**src/rtl/pbp_train_sched_pkg.sv**
```systemverilog
// Shared types for the perceptron training scheduler: queued update record,
// FSM state encoding and default geometry.
package pbp_train_sched_pkg;

    localparam int PBP_W_BITS     = 8;
    localparam int PBP_HIST_LEN   = 12;
    localparam int PBP_B_SETS     = 5;
    localparam int PBP_THETA      = 37;
    localparam int PBP_FIFO_DEPTH = 4;

    typedef struct packed {
        logic [PBP_B_SETS-1:0]   idx;
        logic                    taken;
        logic [PBP_HIST_LEN-1:0] hist;
    } pbp_upd_t;

    typedef enum logic [1:0] {
        ST_INIT = 2'd0,
        ST_IDLE = 2'd1,
        ST_RD   = 2'd2,
        ST_WR   = 2'd3
    } pbp_state_e;

endpackage

```
**src/rtl/pbp_train_sched_if.sv**
```systemverilog
// Resolved-branch event channel from EX/MEM into the training scheduler.
interface pbp_train_sched_if
    import pbp_train_sched_pkg::*;
#(
    parameter int W_BITS   = PBP_W_BITS,
    parameter int HIST_LEN = PBP_HIST_LEN
);
    logic                evt_valid;
    logic                evt_ready;
    logic [31:0]         evt_pc;
    logic                evt_taken;
    logic                evt_pred;
    logic [W_BITS-1:0]   evt_y;
    logic [HIST_LEN-1:0] evt_hist;

    modport master (
        output evt_valid, evt_pc, evt_taken, evt_pred, evt_y, evt_hist,
        input  evt_ready
    );

    modport slave (
        input  evt_valid, evt_pc, evt_taken, evt_pred, evt_y, evt_hist,
        output evt_ready
    );
endinterface

```
**src/rtl/pbp_train_sched_upd_fifo.sv**
```systemverilog
// Pending-update FIFO; DEPTH must be a power of two so the pointers wrap freely.
module pbp_upd_fifo
    import pbp_train_sched_pkg::*;
#(
    parameter int DEPTH = PBP_FIFO_DEPTH
) (
    input  logic                     clk,
    input  logic                     rst,
    input  logic                     flush,
    input  logic                     push,
    input  logic                     pop,
    input  pbp_upd_t                 din,
    output logic                     full,
    output logic                     empty,
    output logic [$clog2(DEPTH):0]   count,
    output pbp_upd_t                 head
);
    localparam int AW = $clog2(DEPTH);

    pbp_upd_t        mem_q [DEPTH];
    logic [AW-1:0]   wr_ptr_q;
    logic [AW-1:0]   rd_ptr_q;
    logic [AW:0]     count_q;
    logic            do_push_d;
    logic            do_pop_d;

    assign full  = (count_q == (AW+1)'(DEPTH));
    assign empty = (count_q == {(AW+1){1'b0}});
    assign count = count_q;
    assign head  = mem_q[rd_ptr_q];

    // Qualify requests so a full/empty FIFO is never corrupted.
    always_comb begin
        do_push_d = push && !full;
        do_pop_d  = pop && !empty;
    end

    // Pointer and occupancy tracking; flush drops every entry at once.
    always_ff @(posedge clk) begin
        if (!rst || flush) begin
            wr_ptr_q <= {AW{1'b0}};
            rd_ptr_q <= {AW{1'b0}};
            count_q  <= {(AW+1){1'b0}};
        end else begin
            if (do_push_d) wr_ptr_q <= wr_ptr_q + AW'(1);
            if (do_pop_d)  rd_ptr_q <= rd_ptr_q + AW'(1);
            case ({do_push_d, do_pop_d})
                2'b10:   count_q <= count_q + (AW+1)'(1);
                2'b01:   count_q <= count_q - (AW+1)'(1);
                default: count_q <= count_q;
            endcase
        end
    end

    // Storage needs no reset: entries are only read behind a valid count.
    always_ff @(posedge clk) begin
        if (do_push_d) mem_q[wr_ptr_q] <= din;
    end
endmodule

```
**src/rtl/pbp_train_sched.sv**
```systemverilog
// Perceptron training scheduler: filters resolved branches, queues the ones that
// need training and sequences RD/WR updates plus the zero-init sweep on port 2.
module pbp_train_sched
    import pbp_train_sched_pkg::*;
#(
    parameter int W_BITS     = PBP_W_BITS,
    parameter int HIST_LEN   = PBP_HIST_LEN,
    parameter int B_SETS     = PBP_B_SETS,
    parameter int THETA      = PBP_THETA,
    parameter int FIFO_DEPTH = PBP_FIFO_DEPTH
) (
    input  logic                clk,
    input  logic                rst,
    pbp_train_sched_if.slave    evt,
    input  logic                init_req,
    output logic [B_SETS-1:0]   pt_idx,
    output logic                pt_rd_en,
    output logic                pt_wr_en,
    output logic                pt_wr_zero,
    output logic                upd_taken,
    output logic [HIST_LEN-1:0] upd_hist,
    output logic                init_done,
    output logic                busy
);
    localparam int              CW      = $clog2(FIFO_DEPTH) + 1;
    localparam logic [W_BITS:0] THETA_V = (W_BITS+1)'(THETA);

    pbp_state_e        state_q;
    logic [B_SETS-1:0] sweep_q;
    logic              init_done_q;

    logic [W_BITS:0]   y_ext_d;
    logic [W_BITS:0]   y_abs_d;
    logic              train_d;
    logic              push_d;
    logic              more_d;
    pbp_upd_t          entry_d;
    logic              fifo_full;
    logic              fifo_empty;
    logic [CW-1:0]     fifo_count;
    pbp_upd_t          fifo_head;
    logic              unused_pc_bits;

    assign unused_pc_bits = ^{evt.evt_pc[31:B_SETS+2], evt.evt_pc[1:0]};
    assign evt.evt_ready  = (state_q != ST_INIT) && !fifo_full;
    assign busy           = (state_q != ST_IDLE) || !fifo_empty;
    assign init_done      = init_done_q;

    // Training filter; |y| is taken one bit wider so the most negative sum is not folded.
    always_comb begin
        y_ext_d = {evt.evt_y[W_BITS-1], evt.evt_y};
        y_abs_d = y_ext_d[W_BITS] ? (~y_ext_d + {{W_BITS{1'b0}}, 1'b1}) : y_ext_d;
        train_d = (evt.evt_pred != evt.evt_taken) || (y_abs_d <= THETA_V);
        push_d  = evt.evt_valid && evt.evt_ready && train_d && !init_req;
        more_d  = (fifo_count > CW'(1)) || push_d;
        entry_d = '{idx: evt.evt_pc[B_SETS+1:2], taken: evt.evt_taken, hist: evt.evt_hist};
    end

    pbp_upd_fifo #(.DEPTH(FIFO_DEPTH)) u_fifo (
        .clk   (clk),
        .rst   (rst),
        .flush (init_req),
        .push  (push_d),
        .pop   (state_q == ST_WR),
        .din   (entry_d),
        .full  (fifo_full),
        .empty (fifo_empty),
        .count (fifo_count),
        .head  (fifo_head)
    );

    // Sequencer: sweep, then alternate RD/WR while updates are pending.
    always_ff @(posedge clk) begin
        if (!rst) begin
            state_q     <= ST_INIT;
            sweep_q     <= {B_SETS{1'b0}};
            init_done_q <= 1'b0;
        end else begin
            case (state_q)
                ST_INIT: begin
                    if (init_req) begin
                        sweep_q <= {B_SETS{1'b0}};
                    end else if (sweep_q == {B_SETS{1'b1}}) begin
                        sweep_q     <= {B_SETS{1'b0}};
                        state_q     <= ST_IDLE;
                        init_done_q <= 1'b1;
                    end else begin
                        sweep_q <= sweep_q + B_SETS'(1);
                    end
                end
                ST_IDLE: begin
                    if (init_req)                   state_q <= ST_INIT;
                    else if (!fifo_empty || push_d) state_q <= ST_RD;
                    else                            state_q <= ST_IDLE;
                end
                ST_RD: begin
                    state_q <= init_req ? ST_INIT : ST_WR;
                end
                ST_WR: begin
                    if (init_req)    state_q <= ST_INIT;
                    else if (more_d) state_q <= ST_RD;
                    else             state_q <= ST_IDLE;
                end
                default: state_q <= ST_INIT;
            endcase
        end
    end

    // Port-2 drive decoded from the state and FIFO head flops.
    always_comb begin
        pt_idx     = {B_SETS{1'b0}};
        pt_rd_en   = 1'b0;
        pt_wr_en   = 1'b0;
        pt_wr_zero = 1'b0;
        upd_taken  = 1'b0;
        upd_hist   = {HIST_LEN{1'b0}};
        case (state_q)
            ST_INIT: begin
                pt_idx     = sweep_q;
                pt_wr_en   = 1'b1;
                pt_wr_zero = 1'b1;
            end
            ST_RD: begin
                pt_idx   = fifo_head.idx;
                pt_rd_en = 1'b1;
            end
            ST_WR: begin
                pt_idx    = fifo_head.idx;
                pt_wr_en  = 1'b1;
                upd_taken = fifo_head.taken;
                upd_hist  = fifo_head.hist;
            end
            default: begin
                pt_idx = {B_SETS{1'b0}};
            end
        endcase
    end
endmodule

```
**src/flat_wrapper.sv**
```systemverilog
// flat-port wrapper written by rule: the top's interface ports become plain ports
module pbp_train_sched_flat import pbp_train_sched_pkg::*;
#(
    parameter int W_BITS     = PBP_W_BITS,
    parameter int HIST_LEN   = PBP_HIST_LEN,
    parameter int B_SETS     = PBP_B_SETS,
    parameter int THETA      = PBP_THETA,
    parameter int FIFO_DEPTH = PBP_FIFO_DEPTH
)
  (clk, rst, init_req, pt_idx, pt_rd_en, pt_wr_en, pt_wr_zero, upd_taken, upd_hist, init_done, busy, evt_evt_valid, evt_evt_pc, evt_evt_taken, evt_evt_pred, evt_evt_y, evt_evt_hist, evt_evt_ready);
  pbp_train_sched_if #(.W_BITS(W_BITS), .HIST_LEN(HIST_LEN)) evt_i ();
  input  logic clk;
  input  logic rst;
  input  logic init_req;
  output logic [B_SETS-1:0] pt_idx;
  output logic pt_rd_en;
  output logic pt_wr_en;
  output logic pt_wr_zero;
  output logic upd_taken;
  output logic [HIST_LEN-1:0] upd_hist;
  output logic init_done;
  output logic busy;
  input wire logic [$bits(evt_i.evt_valid)-1:0] evt_evt_valid;
  input wire logic [$bits(evt_i.evt_pc)-1:0] evt_evt_pc;
  input wire logic [$bits(evt_i.evt_taken)-1:0] evt_evt_taken;
  input wire logic [$bits(evt_i.evt_pred)-1:0] evt_evt_pred;
  input wire logic [$bits(evt_i.evt_y)-1:0] evt_evt_y;
  input wire logic [$bits(evt_i.evt_hist)-1:0] evt_evt_hist;
  output wire logic [$bits(evt_i.evt_ready)-1:0] evt_evt_ready;
  assign evt_i.evt_valid = evt_evt_valid;
  assign evt_i.evt_pc = evt_evt_pc;
  assign evt_i.evt_taken = evt_evt_taken;
  assign evt_i.evt_pred = evt_evt_pred;
  assign evt_i.evt_y = evt_evt_y;
  assign evt_i.evt_hist = evt_evt_hist;
  assign evt_evt_ready = evt_i.evt_ready;
  pbp_train_sched #(.W_BITS(W_BITS), .HIST_LEN(HIST_LEN), .B_SETS(B_SETS), .THETA(THETA), .FIFO_DEPTH(FIFO_DEPTH)) u_core (.clk(clk), .rst(rst), .evt(evt_i), .init_req(init_req), .pt_idx(pt_idx), .pt_rd_en(pt_rd_en), .pt_wr_en(pt_wr_en), .pt_wr_zero(pt_wr_zero), .upd_taken(upd_taken), .upd_hist(upd_hist), .init_done(init_done), .busy(busy));
endmodule
```
**config.mk**
```make
export PLATFORM = sky130hd
export DESIGN_NAME = pbp_train_sched_flat
export DESIGN_NICKNAME = d
export VERILOG_FILES = /design/src/rtl/pbp_train_sched_pkg.sv /design/src/rtl/pbp_train_sched_if.sv /design/src/rtl/pbp_train_sched_upd_fifo.sv /design/src/rtl/pbp_train_sched.sv /design/src/flat_wrapper.sv
export SDC_FILE = /design/constraint.sdc
export NUM_CORES = 1
export LEC_CHECK = 0
export CORE_UTILIZATION = 51
export DETAILED_ROUTE_END_ITERATION = 12
export GPL_TIMING_DRIVEN = 0
export PLACE_DENSITY = 0.8
export SKIP_LAST_GASP = 1
export SYNTH_ARGS = -nofsm -noshare
export SYNTH_HDL_FRONTEND = slang
export SYNTH_SLANG_ARGS = --single-unit
```
**constraint.sdc**
```tcl
create_clock -name clk -period 2.7 [get_ports clk]
set_input_delay 0.405 -clock clk [delete_from_list [all_inputs] [get_ports clk]]
set_output_delay 0.405 -clock clk [all_outputs]
set_load 0.03 [all_outputs]
```
==> results of run 1 <==
per-layer routing:
metal,vias up,track usage [%],share of wire [%]
met1,1142,23.8,42
met4,0,4.92,0.85
met5,-,0,0
met3,8,5.58,5.2
li1,1096,-,-
met2,56,33.5,52
kinds of logic (layout without fill, tap and decap cells):
kind of cell | Yosys count | count (layout) | share of synthesized area [%]
AOI/OAI and AO/OA | 31 | 31 | 6.15
and+or+nand+nor | 72 | 72 | 9.94
DFF | 89 | 89 | 63.7
xor gates and xnor gates | 5 | 5 | 1.11
muxes | 22 | 22 | 11.3
buffers and inverters | 22 | 90 | 2.36
adders and majority gates | 17 | 17 | 5.41
worst reg2reg max path: cells and delay by family (launching register included):
kind | cells | cell delay (ns)
AO/OA/AOI/OAI | 3 | 0.77
AND/OR/NAND/NOR | 2 | 0.49
adder cells (fa/ha/maj) | 2 | 0.55
flip-flops | 1 | 0.42
buffers and inverters | 2 | 0.26
path summary, 6_finish.rpt:
path,start,end,slack [ns],cells past startpoint
setup / recovery,flop,upd_hist[11],0.11,4
hold / removal,rst,u_core.sweep_q[4]$_SDFFE_PN0P_,0.45,2
setup reg to reg,u_core.state_q[0]$_SDFFE_PN0P_,u_core.u_fifo.count[2]$_SDFFE_PP0P_,0.15,9
hold reg to reg,u_core.init_done$_SDFFE_PN0P_,u_core.init_done$_SDFFE_PN0P_,0.51,2
state kept, by name, indices dropped and copies added, names as in the netlist, named ones only:
register                cells
u_core.u_fifo.count         3
u_core.u_fifo.wr_ptr_q      2
u_core.u_fifo.rd_ptr_q      2
u_core.sweep_q              5
u_core.state_q              2
u_core.init_done            1
u_core.u_fifo.mem_q        72
where the power goes:
part           switching, mW  internal [mW]
clock                  0.487          0.445
combinational         0.0417         0.0512
sequential           0.00179           1.48
total                  0.530           1.98
layout make-up:
type | count | area share (%)
sequential | 89 | 52.0
clock inverter | 7 | 1.71
inverter | 12 | 0.935
tap | 99 | 2.57
timing repair buffer | 54 | 10.9
clock buffer | 9 | 2.57
multi-input combinational | 147 | 28.3
buffer | 8 | 1.06
layout by cell type (no fill, tap or decap), types with 3 or more instances in the layout:
cell type	n
clkbuf_2	3
nand2_1	12
clkdlybuf4s50_1	35
and2_1	16
nand3_1	4
ha_1	16
a22oi_1	6
nor2b_1	6
mux4_2	18
xor2_1	4
clkdlybuf4s15_2	4
dlygate4sd2_1	12
dfxtp_1	15
a31oi_1	3
and2b_4	4
a211oi_1	3
inv_1	12
nor2_1	18
clkbuf_8	9
edfxtp_1	72
a21oi_1	4
mux2i_1	4
timing repair:
action                                  in CTS  in global routing
pin swaps                                    1                  0
gates resized for setup                     33                  8
setup buffers                                1                  0
endpoints found under the setup margin      91                 80
cloned                                       0                  0
==> results.sh, run 1 <==
export IMPL_cts_tree="yes"
export IMPL_multi_input_area_sq_um=1360
export IMPL_clock_root_buffer="clkbuf_8"
export IMPL_first_pass_iters=4
export IMPL_antenna_found_initial=0
export IMPL_power_mw=2.51
export IMPL_synth_top_area_share_pct=55.0
export IMPL_die_y_um=89.8
export IMPL_syn_nets=333
export IMPL_die_x_um=89.8
export IMPL_async_reset_ff_share_pct=0
export IMPL_yosysSeqAreaShare_pct=63.7
export IMPL_startpoint_type="flop"
export IMPL_drive_gt1_share_pct=18.4
export IMPL_grt_overflow=0
export IMPL_dpl_cell_area_sq_um=4590
export IMPL_worstPathArrival_ns=2.18
export IMPL_gp_congestion=0.835
export IMPL_antennaDiodeCount=0
export IMPL_io_pins=82
export IMPL_nets=396
export IMPL_drc=0
export IMPL_clock_sinks=89
export IMPL_ys_warn_count=0
export IMPL_p_leak_nw=1.74
export IMPL_fin_crit_sh_pct=95.8
export IMPL_dp_slack_ns=-0.526
export IMPL_synth_flop_cell="edfxtp_1"
export IMPL_synth_edff_count=72
export IMPL_worstSetupPathType="reg -> out"
export IMPL_path_cells="buf_4 > mux4_2 > and2_1 > clkdlybuf4s50_1"
export IMPL_vias_per_cell=5.42
export IMPL_max_stage_delay_ns=0.61
export IMPL_worstPathMaxFanout=9
export IMPL_insertion_delay_ns=0.36
export IMPL_grt_first_pass_wirelength_um=11700
export IMPL_synth_cells=258
export IMPL_cts_max_level=3
export IMPL_wl_um=7140
export IMPL_cts_buffers_inserted=9
export IMPL_placedCellCount=410
export IMPL_finalSetupViolations=0
export IMPL_drv_slew=0
export IMPL_register_area_sq_um=2500
export IMPL_rsz0062_at_grt="yes"
export IMPL_ant_nets=0
export IMPL_clk_pin_slew_worst_paths_ns=0.09
export IMPL_synth_most_common_cell="edfxtp_1"
export IMPL_path_buf_inv=2
export IMPL_io_buffers=53
export IMPL_synthTopCellsByArea="edfxtp_1 (55%), mux4_2 (10%), dfxtp_1 (8.7%)"
export IMPL_worstSetupEndpointType="output pin"
export IMPL_clk_path_buf_depth=2
export IMPL_max_cap_violations=0
export IMPL_final_cell_count_no_fill=425
export IMPL_irDropWorstVdd_mv=0.411
export IMPL_synth_cell_type_count=42
export IMPL_finalHoldViolations=0
export IMPL_power_density_nw_per_um2=520
export IMPL_grt_max_degree=19
export IMPL_min_period_ns=2.59
export IMPL_drt_iter0_markers=102
export IMPL_fp_coreArea_sq_um=7330
export IMPL_max_freq_mhz=386
export IMPL_fillers=533
export IMPL_syn_to_final_growth_pct=22.7
export IMPL_vias=2302
export IMPL_start_util_pct=53.6
export IMPL_status="complete, no violations"
export IMPL_hpwl_um=4890
export IMPL_path_delay_family="buffers and inverters"
export IMPL_ys_ff_latch=89
export IMPL_finalClockSkew_ns=0.00970
export IMPL_setup_ws_ns=0.113
export IMPL_grt_pass1_vias=2366
export IMPL_avgSynthCellArea_sq_um=15.2
export IMPL_dieArea_sq_um=8060
export IMPL_postCtsHoldBufs=0
export IMPL_std_cell_rows=31
export IMPL_slew_limit_headroom_pct=72.4
export IMPL_final_util_pct=65.7
export IMPL_hp_class="in -> reg"
export IMPL_setup_tns_ns=0
export IMPL_final_cell_area_sq_um=4820
export IMPL_synth_commonest_cells="edfxtp_1 (72), mux4_2 (18), nor2_1 (18)"
export IMPL_slowest_stage="clkdlybuf4s50_1"
export IMPL_cp_required_ns=2.30
export IMPL_holdWs_ns=0.454
export IMPL_grt_use_total_pct=19.3
export IMPL_syn_area_sq_um=3930
export IMPL_routedWlPerCell_um=16.8
export IMPL_synth_area_leader_cell="edfxtp_1"
export IMPL_tightest_slew_ns=0.413
(Power assumes the default switching activity.)
==> inputs of run 2 (changes only) <==
Settings changed: SYNTH_HIERARCHICAL set to 1.
==> results.sh, run 2 <==
export IMPL_grt_pass1_vias=2380
export IMPL_p_leak_nw=1.80
export IMPL_min_period_ns=2.69
export IMPL_status="complete, no violations"
export IMPL_drt_iter0_markers=105
export IMPL_drc=0
export IMPL_synth_xor_area_share_pct=1.11
export IMPL_nets=404
export IMPL_avgSynthCellArea_sq_um=15.1
export IMPL_syn_nets=331
export IMPL_largest_reg_flops=72
export IMPL_synth_edff_count=72
export IMPL_die_y_um=89.9
export IMPL_synth_top_family_by_area="multiplexers"
export IMPL_clock_root_buffer="clkbuf_8"
export IMPL_grt_first_pass_wirelength_um=11700
export IMPL_syn_to_final_growth_pct=28.0
export IMPL_top_layer="met4"
export IMPL_fp_coreArea_sq_um=7370
export IMPL_first_pass_iters=4
export IMPL_synth_compound_area_share_pct=6.16
export IMPL_finalSetupViolations=0
export IMPL_worstPathMaxFanout=4
export IMPL_dieArea_sq_um=8080
export IMPL_dp_slack_ns=-0.975
export IMPL_max_cap_violations=0
export IMPL_power_mw=2.82
export IMPL_drv_slew=0
export IMPL_setup_ws_ns=0.00641
export IMPL_regMostFlops="u_core/u_fifo/mem_q"
export IMPL_synth_commonest_cells="edfxtp_1 (72), dfxtp_1 (17), inv_1 (16), nor2_1 (16), and2_1 (14)"
export IMPL_synth_cells=260
export IMPL_ys_warn_count=6
export IMPL_wl_met3_um=335
export IMPL_syn_area_sq_um=3940
export IMPL_finalHoldViolations=0
export IMPL_worstPathArrival_ns=2.97
export IMPL_finalClockSkew_ns=0.00878
export IMPL_synth_top_area_share_pct=54.9
export IMPL_insertion_delay_ns=0.34
export IMPL_wl_um=7380
export IMPL_irDropWorstVdd_mv=0.548
export IMPL_std_cell_rows=31
export IMPL_met2_length_um=3790
export IMPL_synthMuxAreaShare_pct=11.2
export IMPL_hpwl_um=4700
export IMPL_yosysSeqAreaShare_pct=63.6
export IMPL_antennaDiodeCount=0
export IMPL_final_util_pct=68.4
export IMPL_synth_area_leader_cell="edfxtp_1"
export IMPL_antenna_found_initial=0
export IMPL_fin_crit_sh_pct=99.8
export IMPL_clock_sinks=89
export IMPL_synth_most_common_cell="edfxtp_1"
export IMPL_grt_overflow=0
export IMPL_mostFrequentLayoutCell="edfxtp_1"
export IMPL_synth_fa_ha_area_share_pct=4.32
export IMPL_routedWlPerCell_um=16.9
export IMPL_m1WireLength_um=3220
export IMPL_ys_ff_latch=89
export IMPL_ant_nets=0
export IMPL_worstSetupPathType="reg -> reg"
export IMPL_grt_max_degree=19
export IMPL_rrSetupSlack_ns=0.006
export IMPL_io_pins=82
export IMPL_power_density_nw_per_um2=560
export IMPL_cp_required_ns=2.98
export IMPL_tightest_slew_ns=0.530
export IMPL_postCtsHoldBufs=0
export IMPL_final_cell_mix="edfxtp_1 (72), clkdlybuf4s50_1 (37), nor2_1 (15), and2_1 (14), dfxtp_1 (12)"
export IMPL_synth_flop_cell="edfxtp_1"
export IMPL_clk_path_buf_depth=2
export IMPL_rsz0062_at_grt="yes"
export IMPL_max_freq_mhz=371
export IMPL_startpoint_type="flop"
export IMPL_worstSetupEndpointType="flop"
export IMPL_drive_gt1_share_pct=22.8
export IMPL_async_reset_ff_share_pct=0
export IMPL_cts_max_level=3
export IMPL_cts_buffers_inserted=9
export IMPL_cts_tree="yes"
export IMPL_die_x_um=89.9
export IMPL_synthTopCellsByArea="edfxtp_1 (55%), dfxtp_1 (8.6%), mux4_2 (6.3%)"
export IMPL_grt_use_total_pct=18.7
export IMPL_yosys_area_share_simple_pct=10.3
export IMPL_clk_pin_slew_worst_paths_ns=0.09
export IMPL_vias_per_cell=5.46
export IMPL_io_buffers=54
export IMPL_final_cell_area_sq_um=5040
export IMPL_start_util_pct=53.4
export IMPL_dpl_cell_area_sq_um=4660
export IMPL_hp_class="reg -> reg"
export IMPL_vias=2381
export IMPL_slew_limit_headroom_pct=64.7
export IMPL_synth_cell_type_count=49
export IMPL_gp_congestion=0.815
-- run 2: cell count changes in the layout (fill, tap and decap cells not counted), moves of 5 or more --
cell,delta
nand2_1,-5
mux4_2,-7
mux4_1,+7
ha_1,-7
nor2b_1,+5
buf_4,+6
-- run 2: final timing paths --
| check | from | endpoint | depth (start not counted) |
|---|---|---|---|
| max | u_core/state_q[1]$_SDFFE_PN0P_ | u_core/u_fifo/count[2]$_SDFFE_PP0P_ | 15 |
| min | u_core/init_done$_SDFFE_PN0P_ | u_core/init_done$_SDFFE_PN0P_ | 2 |
| max reg2reg | u_core/state_q[1]$_SDFFE_PN0P_ | u_core/u_fifo/count[2]$_SDFFE_PP0P_ | 15 |
| min reg2reg | u_core/init_done$_SDFFE_PN0P_ | u_core/init_done$_SDFFE_PN0P_ | 2 |
-- run 2: power by group --
| group | leakage [nW] | switching (mW) | internal [mW] |
|---|---|---|---|
| combinational | 0.908 | 0.186 | 0.155 |
| sequential | 0.787 | 0.0112 | 1.50 |
| clock | 0.106 | 0.455 | 0.521 |
-- run 2: critical path, cell delays in order (launching register included) --
cell     delay, ns
dfxtp_4       0.38
inv_4         0.05
ha_4          0.16
nor4b_4       0.23
nand3_1       0.11
a31o_2        0.24
o31ai_4       0.25
inv_2         0.09
nor2_4        0.14
inv_2         0.05
ha_4          0.15
inv_2         0.05
fa_2          0.20
xor2_2        0.07
or3_4         0.33
a21oi_2       0.13
-- run 2: cell type report --
type	count	area (sq um)
Sequential cell	89	2510
Fill cell	497	2330
Multi-Input combinational cell	143	1430
Timing Repair Buffer	62	607
Clock buffer	9	124
Tap cell	99	124
Clock inverter	6	90.1
Buffer	12	85.1
Inverter	16	67.6
-- run 2: cells by family (layout without fill, tap and decap cells) --
logic type / count (synthesis) / count (layout)
AOI/OAI and AO/OA: 36 / 36
adders and majority gates: 13 / 13
and+or+nand+nor: 70 / 70
xor gates and xnor gates: 5 / 5
muxes: 19 / 19
DFF: 89 / 89
buffers and inverters: 28 / 105
-- run 2: what timing repair did --
action / 4_1_cts / 5_1_grt
setup buffers: 3 / 5
pin swaps: 2 / 13
endpoints found under the setup margin: 94 / 44
resized for setup: 26 / 31
-- run 2: metrics by stage --
stage / hold WS (ns) / instances / setup TNS [ns]
2_1_floorplan: 0.459 / 260 / -0.237
3_3_place_gp: 0.480 / 413 / -60.59
3_5_place_dp: 0.491 / 413 / -59.34
4_1_cts: 0.512 / 431 / -0.163
5_1_grt: 0.557 / 436 / -1.63
6_report: 0.504 / 436 / 0
-- run 2: routing by layer --
metal | up-vias | track usage [%]
met5 | - | 0
met4 | 0 | 4.84
met3 | 4 | 3.55
met2 | 71 | 31.9
met1 | 1173 | 24.9
li1 | 1133 | -
==> inputs of run 3 (changes only) <==
Settings changed: CORE_ASPECT_RATIO set to 1.2.
==> results.sh, run 3 (synthesized netlist as in run 2, its figures left out) <==
export IMPL_worstPathMaxFanout=4
export IMPL_status="finished with violations"
export IMPL_startpoint_type="input pin"
export IMPL_start_util_pct=53.5
export IMPL_finalClockSkew_ns=0.0148
export IMPL_power_density_nw_per_um2=549
export IMPL_insertion_delay_ns=0.35
export IMPL_m1WireLength_um=3030
export IMPL_drt_iter0_markers=124
export IMPL_min_period_ns=2.70
export IMPL_clk_path_buf_depth=2
export IMPL_std_cell_rows=34
export IMPL_cts_tree="yes"
export IMPL_irDropWorstVdd_mv=0.537
export IMPL_cp_common_cell="inv_2"
export IMPL_setup_ws_ns=-0.00377
export IMPL_worstSetupPathType="in -> reg"
export IMPL_clk_pin_slew_worst_paths_ns=0.09
export IMPL_top_layer="met4"
export IMPL_ant_nets=0
export IMPL_max_cap_violations=0
export IMPL_io_pins=82
export IMPL_hp_class="reg -> reg"
export IMPL_antennaDiodeCount=0
export IMPL_vias_per_cell=5.59
export IMPL_tightest_slew_ns=0.457
export IMPL_mostFrequentLayoutCell="edfxtp_1"
export IMPL_max_stage_delay_ns=0.54
export IMPL_holdWs_ns=0.522
export IMPL_finalHoldViolations=0
export IMPL_p_leak_nw=1.80
export IMPL_worstSetupEndpointType="flop"
export IMPL_drv_slew=0
export IMPL_drive_gt1_share_pct=22.6
export IMPL_clock_sinks=89
export IMPL_violations="setup timing"
export IMPL_grt_pass1_vias=2399
export IMPL_clock_root_buffer="clkbuf_8"
export IMPL_dpl_cell_area_sq_um=4650
export IMPL_placedCellCount=404
export IMPL_grt_max_degree=19
export IMPL_dp_slack_ns=-1.02
export IMPL_grt_overflow=0
export IMPL_postCtsHoldBufs=0
export IMPL_dieArea_sq_um=8080
export IMPL_die_x_um=82.2
export IMPL_fp_coreArea_sq_um=7360
export IMPL_nets=402
export IMPL_max_freq_mhz=370
export IMPL_power_mw=2.74
export IMPL_grt_use_total_pct=19.3
export IMPL_rsz0062_at_grt="yes"
export IMPL_grt_first_pass_wirelength_um=11500
export IMPL_first_pass_iters=4
export IMPL_slew_limit_headroom_pct=69.3
export IMPL_largest_reg_flops=72
export IMPL_fillers=522
export IMPL_antenna_found_initial=0
export IMPL_drc=0
export IMPL_cts_buffers_inserted=9
export IMPL_die_y_um=98.3
export IMPL_hpwl_um=4860
export IMPL_cp_required_ns=2.98
export IMPL_syn_to_final_growth_pct=26.5
export IMPL_routedWlPerCell_um=17.0
export IMPL_final_cell_mix="edfxtp_1 (72), clkdlybuf4s50_1 (37), nor2_1 (14), and2_1 (14), dfxtp_1 (12)"
export IMPL_final_cell_area_sq_um=4980
export IMPL_fin_crit_sh_pct=100
export IMPL_wl_um=7230
export IMPL_vias=2380
export IMPL_path_cells="buf_4 > inv_4 > ha_4 > or4_4 > nor4b_4 > o31ai_4 > inv_2 > nor2_4 > inv_2 > ha_4 > inv_2 > fa_2 > xor2_1 > or3_4 > a21oi_2"
export IMPL_finalSetupViolations=1
export IMPL_met2_length_um=3760
export IMPL_wl_met3_um=381
export IMPL_gp_congestion=0.760
export IMPL_regMostFlops="u_core/u_fifo/mem_q"
export IMPL_final_cell_count_no_fill=426
export IMPL_slowest_stage="or4_4"
export IMPL_cts_max_level=3
export IMPL_io_buffers=54
export IMPL_worstPathArrival_ns=2.99
==> run 3: timing repair <==
action	in CTS	in global routing
pin swaps	3	10
setup buffers	4	2
endpoints found under the setup margin	93	85
resized for setup	27	29
==> run 3: worst max-delay path, delay by kind of cell <==
| kind | cells | cell delay, ns |
|---|---|---|
| AO/OA/AOI/OAI | 2 | 0.21 |
| XOR/XNOR | 1 | 0.15 |
| adder cells (fa/ha/maj) | 3 | 0.60 |
| buffers and inverters | 5 | 0.37 |
| AND/OR/NAND/NOR | 4 | 1.26 |
==> run 3: layer usage <==
metal  vias up  GRT usage (%)
li1       1125              -
met1      1178           24.6
met2        71           32.7
met3         6           3.93
met4         0           5.80
met5         -              0
==> run 3: final cells by class <==
| type | count | area [sq um] | area share (%) |
|---|---|---|---|
| inverters | 16 | 67.6 | 1.36 |
| clock inverters | 7 | 77.6 | 1.56 |
| repair buffers | 60 | 584 | 11.7 |
| plain buffers | 12 | 85.1 | 1.71 |
| flip-flops and latches | 89 | 2510 | 50.4 |
| well taps | 90 | 113 | 2.26 |
| clock buffers | 9 | 124 | 2.49 |
| multi-input cells | 143 | 1420 | 28.5 |
==> run 3: metrics by stage <==
stage                     utilization, %  setup TNS, ns
after floorplan                        -         -0.237
after global placement              63.2         -59.81
after detailed placement            63.2         -63.31
after CTS                           66.5         -0.137
after global routing                67.7         -0.342
final                               67.7       -0.00377
==> run 3: worst paths after layout <==
path,from,to,slack [ns],cells past startpoint
setup / recovery,evt_evt_y[1],u_core/u_fifo/count[2]$_SDFFE_PP0P_,-0.004,15
hold / removal,u_core/u_fifo/rd_ptr_q[1]$_SDFFE_PP0P_,u_core/u_fifo/rd_ptr_q[1]$_SDFFE_PP0P_,0.52,2
setup reg to reg,u_core/state_q[1]$_SDFFE_PN0P_,u_core/u_fifo/count[2]$_SDFFE_PP0P_,0.09,15
hold reg to reg,u_core/u_fifo/rd_ptr_q[1]$_SDFFE_PP0P_,u_core/u_fifo/rd_ptr_q[1]$_SDFFE_PP0P_,0.52,2
==> run 3: where the power goes <==
part / switching [mW] / internal (mW)
clock network: 0.469 / 0.436
registers: 0.0120 / 1.50
logic: 0.180 / 0.143
